## src/rtl/seq_scan_ctrl.sv

```systemverilog
// Sequencer for a serial pattern detector: debounces start, latches the switch word,
// clears the detector, streams the word MSB first and collects the detector's hits.
module seq_scan_ctrl #(
    parameter int WIDTH    = 8,
    parameter int DEBOUNCE = 4,
    parameter int LAT      = 1
) (
    input  logic                       clk,
    input  logic                       rst,
    input  logic                       start,
    input  logic [WIDTH-1:0]           switch,
    input  logic                       det_hit,
    output logic                       det_clear,
    output logic                       bit_out,
    output logic                       bit_valid,
    output logic                       busy,
    output logic                       done,
    output logic                       found,
    output logic [$clog2(WIDTH+1)-1:0] hit_count,
    output logic [$clog2(WIDTH)-1:0]   first_pos
);

    localparam int IW  = $clog2(WIDTH);
    localparam int CW  = $clog2(WIDTH + 1);
    localparam int DBW = $clog2(DEBOUNCE + 1);
    localparam int LW  = (LAT > 1) ? $clog2(LAT) : 1;

    typedef enum logic [2:0] {
        S_IDLE,
        S_CLEAR,
        S_SCAN,
        S_DRAIN,
        S_DONE
    } state_t;

    state_t          r_state;
    state_t          w_state_next;

    logic [DBW-1:0]  r_db_cnt;
    logic            r_armed;
    logic            w_trigger;
    logic            w_accept;

    logic [WIDTH-1:0] r_word;
    logic [IW-1:0]    r_index;
    logic [LW-1:0]    r_drain_cnt;
    logic [CW-1:0]    r_hit_count;
    logic [IW-1:0]    r_first_pos;
    logic             r_found;

    logic             r_pipe_valid [LAT];
    logic [IW-1:0]    r_pipe_idx   [LAT];
    logic             w_hit_counted;

    // Trigger fires once per press; re-arming needs start to be seen low.
    assign w_trigger = r_armed && start && (r_db_cnt == DBW'(DEBOUNCE - 1));
    assign w_accept  = w_trigger && ((r_state == S_IDLE) || (r_state == S_DONE));

    always_ff @(posedge clk) begin
        if (rst) begin
            r_db_cnt <= '0;
            r_armed  <= 1'b0;
        end else if (!start) begin
            r_db_cnt <= '0;
            r_armed  <= 1'b1;
        end else if (w_trigger) begin
            r_db_cnt <= '0;
            r_armed  <= 1'b0;
        end else if (r_armed) begin
            r_db_cnt <= r_db_cnt + 1'b1;
        end
    end

    always_ff @(posedge clk) begin
        if (rst) begin
            r_state <= S_IDLE;
        end else begin
            r_state <= w_state_next;
        end
    end

    always_comb begin
        w_state_next = r_state;
        case (r_state)
            S_IDLE, S_DONE: if (w_accept) w_state_next = S_CLEAR;
            S_CLEAR:        w_state_next = S_SCAN;
            S_SCAN:         if (r_index == '0) w_state_next = S_DRAIN;
            S_DRAIN:        if (r_drain_cnt == LW'(LAT - 1)) w_state_next = S_DONE;
            default:        w_state_next = S_IDLE;
        endcase
    end

    always_comb begin
        det_clear = 1'b0;
        bit_out   = 1'b0;
        bit_valid = 1'b0;
        busy      = 1'b0;
        done      = 1'b0;
        case (r_state)
            S_CLEAR: begin
                det_clear = 1'b1;
                busy      = 1'b1;
            end
            S_SCAN: begin
                bit_valid = 1'b1;
                bit_out   = r_word[r_index];
                busy      = 1'b1;
            end
            S_DRAIN: busy = 1'b1;
            S_DONE:  done = 1'b1;
            default: ;
        endcase
    end

    // Each emitted bit's index travels alongside the detector latency so a hit
    // can be attributed to the bit that completed the pattern.
    always_ff @(posedge clk) begin
        if (rst) begin
            for (int k = 0; k < LAT; k++) begin
                r_pipe_valid[k] <= 1'b0;
                r_pipe_idx[k]   <= '0;
            end
        end else begin
            for (int k = LAT - 1; k > 0; k--) begin
                r_pipe_valid[k] <= r_pipe_valid[k-1];
                r_pipe_idx[k]   <= r_pipe_idx[k-1];
            end
            r_pipe_valid[0] <= (r_state == S_SCAN);
            r_pipe_idx[0]   <= r_index;
        end
    end

    assign w_hit_counted = r_pipe_valid[LAT-1] && det_hit;

    always_ff @(posedge clk) begin
        if (rst) begin
            r_word      <= '0;
            r_index     <= '0;
            r_drain_cnt <= '0;
            r_hit_count <= '0;
            r_first_pos <= '0;
            r_found     <= 1'b0;
        end else begin
            if (w_accept) begin
                r_word      <= switch;
                r_hit_count <= '0;
                r_first_pos <= '0;
                r_found     <= 1'b0;
            end else if (w_hit_counted) begin
                if (r_hit_count != CW'(WIDTH)) r_hit_count <= r_hit_count + 1'b1;
                if (!r_found) begin
                    r_first_pos <= r_pipe_idx[LAT-1];
                    r_found     <= 1'b1;
                end
            end

            if (r_state == S_CLEAR) begin
                r_index <= IW'(WIDTH - 1);
            end else if ((r_state == S_SCAN) && (r_index != '0)) begin
                r_index <= r_index - 1'b1;
            end

            if (r_state == S_SCAN) begin
                r_drain_cnt <= '0;
            end else if (r_state == S_DRAIN) begin
                r_drain_cnt <= r_drain_cnt + 1'b1;
            end
        end
    end

    assign hit_count = r_hit_count;
    assign first_pos = r_first_pos;
    assign found     = r_found;

endmodule

```

## config.mk

```make
export PLATFORM = sky130hd
export DESIGN_NAME = seq_scan_ctrl
export DESIGN_NICKNAME = d
export VERILOG_FILES = /design/src/rtl/seq_scan_ctrl.sv
export SDC_FILE = /design/constraint.sdc
export NUM_CORES = 1
export LEC_CHECK = 0
export ABC_CLOCK_PERIOD_IN_PS = 1800
export CORE_MARGIN = 1
export CORE_UTILIZATION = 51
export DETAILED_ROUTE_END_ITERATION = 8
export PLACE_DENSITY = 0.86
export SLEW_MARGIN = 5
export SYNTH_ARGS = -nofsm -noshare
export SYNTH_HDL_FRONTEND = slang
export SYNTH_SLANG_ARGS = --single-unit
```

## constraint.sdc

```tcl
create_clock -name clk -period 1.8 [get_ports clk]
set_input_delay 0.36 -clock clk [delete_from_list [all_inputs] [get_ports clk]]
set_output_delay 0.36 -clock clk [all_outputs]
set_load 0.01 [all_outputs]
```

## Word-level counts from Yosys, hierarchy flattened

Memories as Yosys holds them, arrays and structs flattened. A register that Yosys moved wholly into a read port is not among the register bits.
Index checks and enable logic that the tools add are counted.
Widths: inputs -> output; s select.

- Register bits after elaboration: 24
- Memory bits (writable): 4
- Output and inout bits: 13
- Memories kept: 2

Memories:

| memory | words | bits a word | rd ports | clocked after memory_dff | write ports | line | RTL |
|---|---|---|---|---|---|---|---|
| r_pipe_idx | 1 | 3 | 1 | 1 | 1 | 52 | `logic [IW-1:0] r_pipe_idx [LAT];` |
| r_pipe_valid | 1 | 1 | 1 | 0 | 1 | 51 | `logic r_pipe_valid [LAT];` |

- $add $sub $neg: 4
- $lt $le $gt $ge: 1
- Equality and inequality tests: 10
- Mux-type cells: 22
- Bitwise logic cells: 2
- Reductions and logical operators: 20

Operator list:

| cell | count |
|---|---|
| $mux 3 | 6 |
| $mux 1 | 14 |
| $pmux 3 s4 | 1 |
| $eq 3x2->1 const B | 3 |
| $reduce_or 3->1 | 3 |
| $logic_not 3->1 | 2 |
| $ne 2x2->1 const B | 3 |
| $reduce_or 2->1 | 3 |
| $logic_and 1x1->1 | 5 |
| $add 4x1->4 const B | 1 |
| $lt 3x4->1 const B | 1 |
| $ne 4x4->1 const B | 1 |
| $reduce_and 2->1 | 2 |
| $add 3x1->3 const B | 1 |
| $bmux 1 s3 | 1 |
| $eq 3x1->1 const B | 1 |
| $eq 3x3->1 const B | 1 |
| $reduce_and 3->1 | 1 |
| $reduce_bool 3->1 | 1 |
| $sub 3x1->3 const B | 1 |
| $ne 2x1->1 const B | 1 |
| $not 1->1 | 2 |
| $reduce_bool 2->1 | 1 |
| $add 1x1->1 const B | 1 |
| 2 further kinds | 2 |

## Longest topological paths before layout

- Depth in word-level cells: 5
- Depth in mapped cells: 6
- Depth with buffers taken out: 5

## Least setup slack after synthesis

No wires, ideal clock.

- Kind: register -> register
- From: register r_db_cnt[0]
- To: register r_hit_count[2], in the netlist hit_count[2]
- Library setup time: 88 ps
- Arrival time: 1,456 ps
- Required time: 1,712 ps
- Path slack: 256 ps
- Cell stages (with the launch flop): 7
- Clock period less this slack: 1,544 ps
- Cells stage by stage: dfxtp_1 -> ha_1 -> ha_1 -> and3_1 -> buf_2 -> a21o_1 -> a311oi_2

- Longest elaborated chain between the ends: 4

RTL lines:

| element | line | RTL |
|---|---|---|
| start, declared | 39 | `logic [DBW-1:0] r_db_cnt;` |
| start signal, assigned | 70 | `r_db_cnt <= r_db_cnt + 1'b1;` |
| $eq 3x2->1 | 56 | `assign w_trigger = r_armed && start && (r_db_cnt == DBW'(DEBOUNCE - 1));` |
| $logic_and 1x1->1 | 56 |  |
| $logic_and 1x1->1 | 57 | `assign w_accept = w_trigger && ((r_state == S_IDLE) \|\| (r_state == S_DONE));` |
| $reduce_or 2->1 (no source line) | -- |  |
| end signal, assigned | 150 | `if (r_hit_count != CW'(WIDTH)) r_hit_count <= r_hit_count + 1'b1;` |
| end, declared | 47 | `logic [CW-1:0] r_hit_count;` |

No other way between the ends.
A chain may end at the register's enable or synchronous reset.

## Final worst setup path

- From: register r_index[0]
- To: output bit_out

- Longest elaborated chain between the ends: 3

RTL lines:

| element | line | RTL |
|---|---|---|
| start, declared | 45 | `logic [IW-1:0] r_index;` |
| start signal, assigned | 158 | `r_index <= IW'(WIDTH - 1);` |
| start signal, assigned | 160 | `r_index <= r_index - 1'b1;` |
| $bmux 1 s3 | 106 | `bit_out = r_word[r_index];` |
| $mux 1 (implied by the code) | 106 |  |
| $mux 1 | 99 | `case (r_state)` |
| end, declared | 14 | `output logic bit_out,` |

No other way between the ends. The select of a mux whose other input is x is not followed.

==> out/metrics.yaml <==
status: "finished, violations left"
violations: "negative setup slack"
cts_inserted_buffers: 5
cp-end-kind: "output pin"
coreArea_mm2: 0.00250
maxSlewHeadroom_pct: 79.3
port_buffers: 24
drive_gt1_share_pct: 15.0
grt_usage_pct: 23.1
clk_root_buffer_cell: "clkbuf_4"
num_rows: 18
clock_skew_ns: 0.00335
worstPathArrival_ns: 1.47
fmax_mhz: 545
clk_latency_ns: 0.32
synth_top_area_share_pct: 45.3
ys_seq_elements: 31
maxSlewViolCount: 0
die_h_um: 53.9
yosysUniqueCellTypes: 28
ant_nets: 0
peakVddDrop_v: 0.000596
grt_pass1_vias: 1130
synthTopCellsByArea: "dfxtp_1 (45%), a21oi_1 (6.6%), ha_1 (5.5%)"
path_clk_slew_ns: 0.09
globalplace.congestion: 0.747
synth-seq-area-share_pct: 45.3
period_minus_slack_ns: 1.83
final-setup-viol-count: 1
grt_pass1_wl_um: 4640
path_cells: "mux4_2, nand2_2, a21oi_2, buf_2"
clk_path_buf_depth: 2
post-route-drc-count: 0
hold_class: "register to register"
cp-start-kind: "register"
cts_tree: "done"
setup_tns_ns: -0.0340
diodes: 0
synth_fp_nets: 171
crit_type: "register to output pin"
critPathRequiredTime_ns: 1.44
crit_slowest_cell: "mux4_2"
dieArea_mm2: 0.00290
post-cts-setup-buffer-count: 0
rsz0062_at_grt: "true"
synth_largest_area_cell: "dfxtp_1"
area_growth_pct: 28.0
grt_max_degree: 20
finalCritPeriodShare_pct: 102
synth_ff_type: "dfxtp_1"
leakage_nw: 0.689
overflow: 0
die_w_um: 53.9
synthCells: 153
p_per_area_mw_per_mm2: 675
tightest_slew_ns: 0.310
async_flop_share_pct: 0
drt_pre_antenna_iters: 4
dp_hpwl_um: 2030
nets: 204
syn_area_mm2: 0.00137
routed_wirelength_um: 2810
max_stage_delay_ns: 0.51
synth_edf_count: 0
finalHoldViolations: 0
wl_per_cell_um: 12.9
whs_ns: 0.469
antenna_found_initial: 0
drt-vias-per-instance: 5.59
maxCapViolCount: 0
vias: 1214
cts.htree.levels: 2
drtIter0Drc: 22
syn_avg_cell_area_um2: 8.96
clock-sinks: 31
yosys_warnings: 0
setup_slack_ns: -0.0340
io_pins: 25
crit_fanout: 3
start_util_pct: 54.9
total_power_mw: 1.19
[final cells by class]
cell class	count	area [µm²]
clock buffers	8	68.8
fillers	200	744
inverters	8	31.3
multi-input cells	108	707
flip-flops and latches	31	624
well taps	30	37.5
repair buffers	32	287
[per-layer routing]
layer  part of all wire, %  up-vias  GRT usage, %
li1                      -      603             -
met1                    43      577          24.9
met2                    52       30          39.9
met3                   4.4        4          6.21
met4                  0.93        0          14.0
met5                     0        -             0
[worst paths after layout]
check / startpoint / endpoint / slack [ns] / cells after the start
min reg2reg: r_pipe_idx[0][1]$_SDFF_PP0_ / first_pos[1]$_SDFFE_PP0P_ / 0.47 / 2
max: r_index[0]$_SDFFE_PP0P_ / bit_out / -0.03 / 4
min: r_pipe_idx[0][1]$_SDFF_PP0_ / first_pos[1]$_SDFFE_PP0P_ / 0.47 / 2
max reg2reg: r_db_cnt[0]$_SDFFE_PP0P_ / hit_count[2]$_SDFFE_PP0P_ / 0.23 / 5
[registers in the layout, summed over array words and instances, names as in the netlist]
signal	cells
r_db_cnt	3
r_pipe_valid	1
r_drain_cnt	1
hit_count	4
r_word	8
first_pos	3
r_pipe_idx	3
r_armed	1
found	1
r_index	3
r_state	3
[power by group]
part | switching (mW) | internal (mW)
Clock | 0.217 | 0.230
Combinational | 0.0189 | 0.0288
Sequential | 0.00426 | 0.687
Total | 0.240 | 0.945
[cells in the mapped netlist, types with 4 or more instances]
cell / number
o21ai_0: 12
nand2b_1: 5
dfxtp_1: 31
nand3b_1: 4
inv_1: 7
a211oi_1: 4
ha_1: 6
a21oi_1: 18
mux2i_1: 5
nand3_1: 12
nor2_1: 16
nand2_1: 5
[critical path, delay by kind of cell (launching register included)]
family,cells,cell delay (ns)
compound gates,1,0.05
flops,1,0.37
buf+inv,1,0.13
mux,1,0.51
simple gates,1,0.08
[cells by family after synthesis]
kind of cell | after synthesis | synth area share (%)
simple gates | 56 | 21.9
compound gates | 39 | 16.2
flops | 31 | 45.3
buf+inv | 14 | 4.20
mux | 7 | 6.93
fa+ha+maj | 6 | 5.47
[placed cells by master (no fill, tap or decap), drive strengths merged, types with 6 or more instances in the layout]
cell type       n
buf             9
o21ai          12
nor2           16
a21oi          18
dfxtp          31
inv             7
clkbuf          9
ha              6
nand3          12
clkdlybuf4s50  19
[per-stage QoR]
step | util, % | cells | cell area [µm²] | worst slack (ns)
after detailed placement | 67.3 | 209 | 1680 | -0.0769
after floorplan | - | 153 | 1370 | 0.256
after global placement | 67.3 | 209 | 1680 | -0.0490
final | 70.2 | 217 | 1760 | -0.0340
after CTS | 70.1 | 217 | 1750 | -0.0416
after global routing | 70.2 | 217 | 1760 | -0.0847
[what timing repair did]
action	CTS	global route
hold buffers	0	0
setup endpoints to repair	5	3
pin swaps	3	0
resized for setup	12	4
Note: power is estimated with default switching activity, not from simulation.
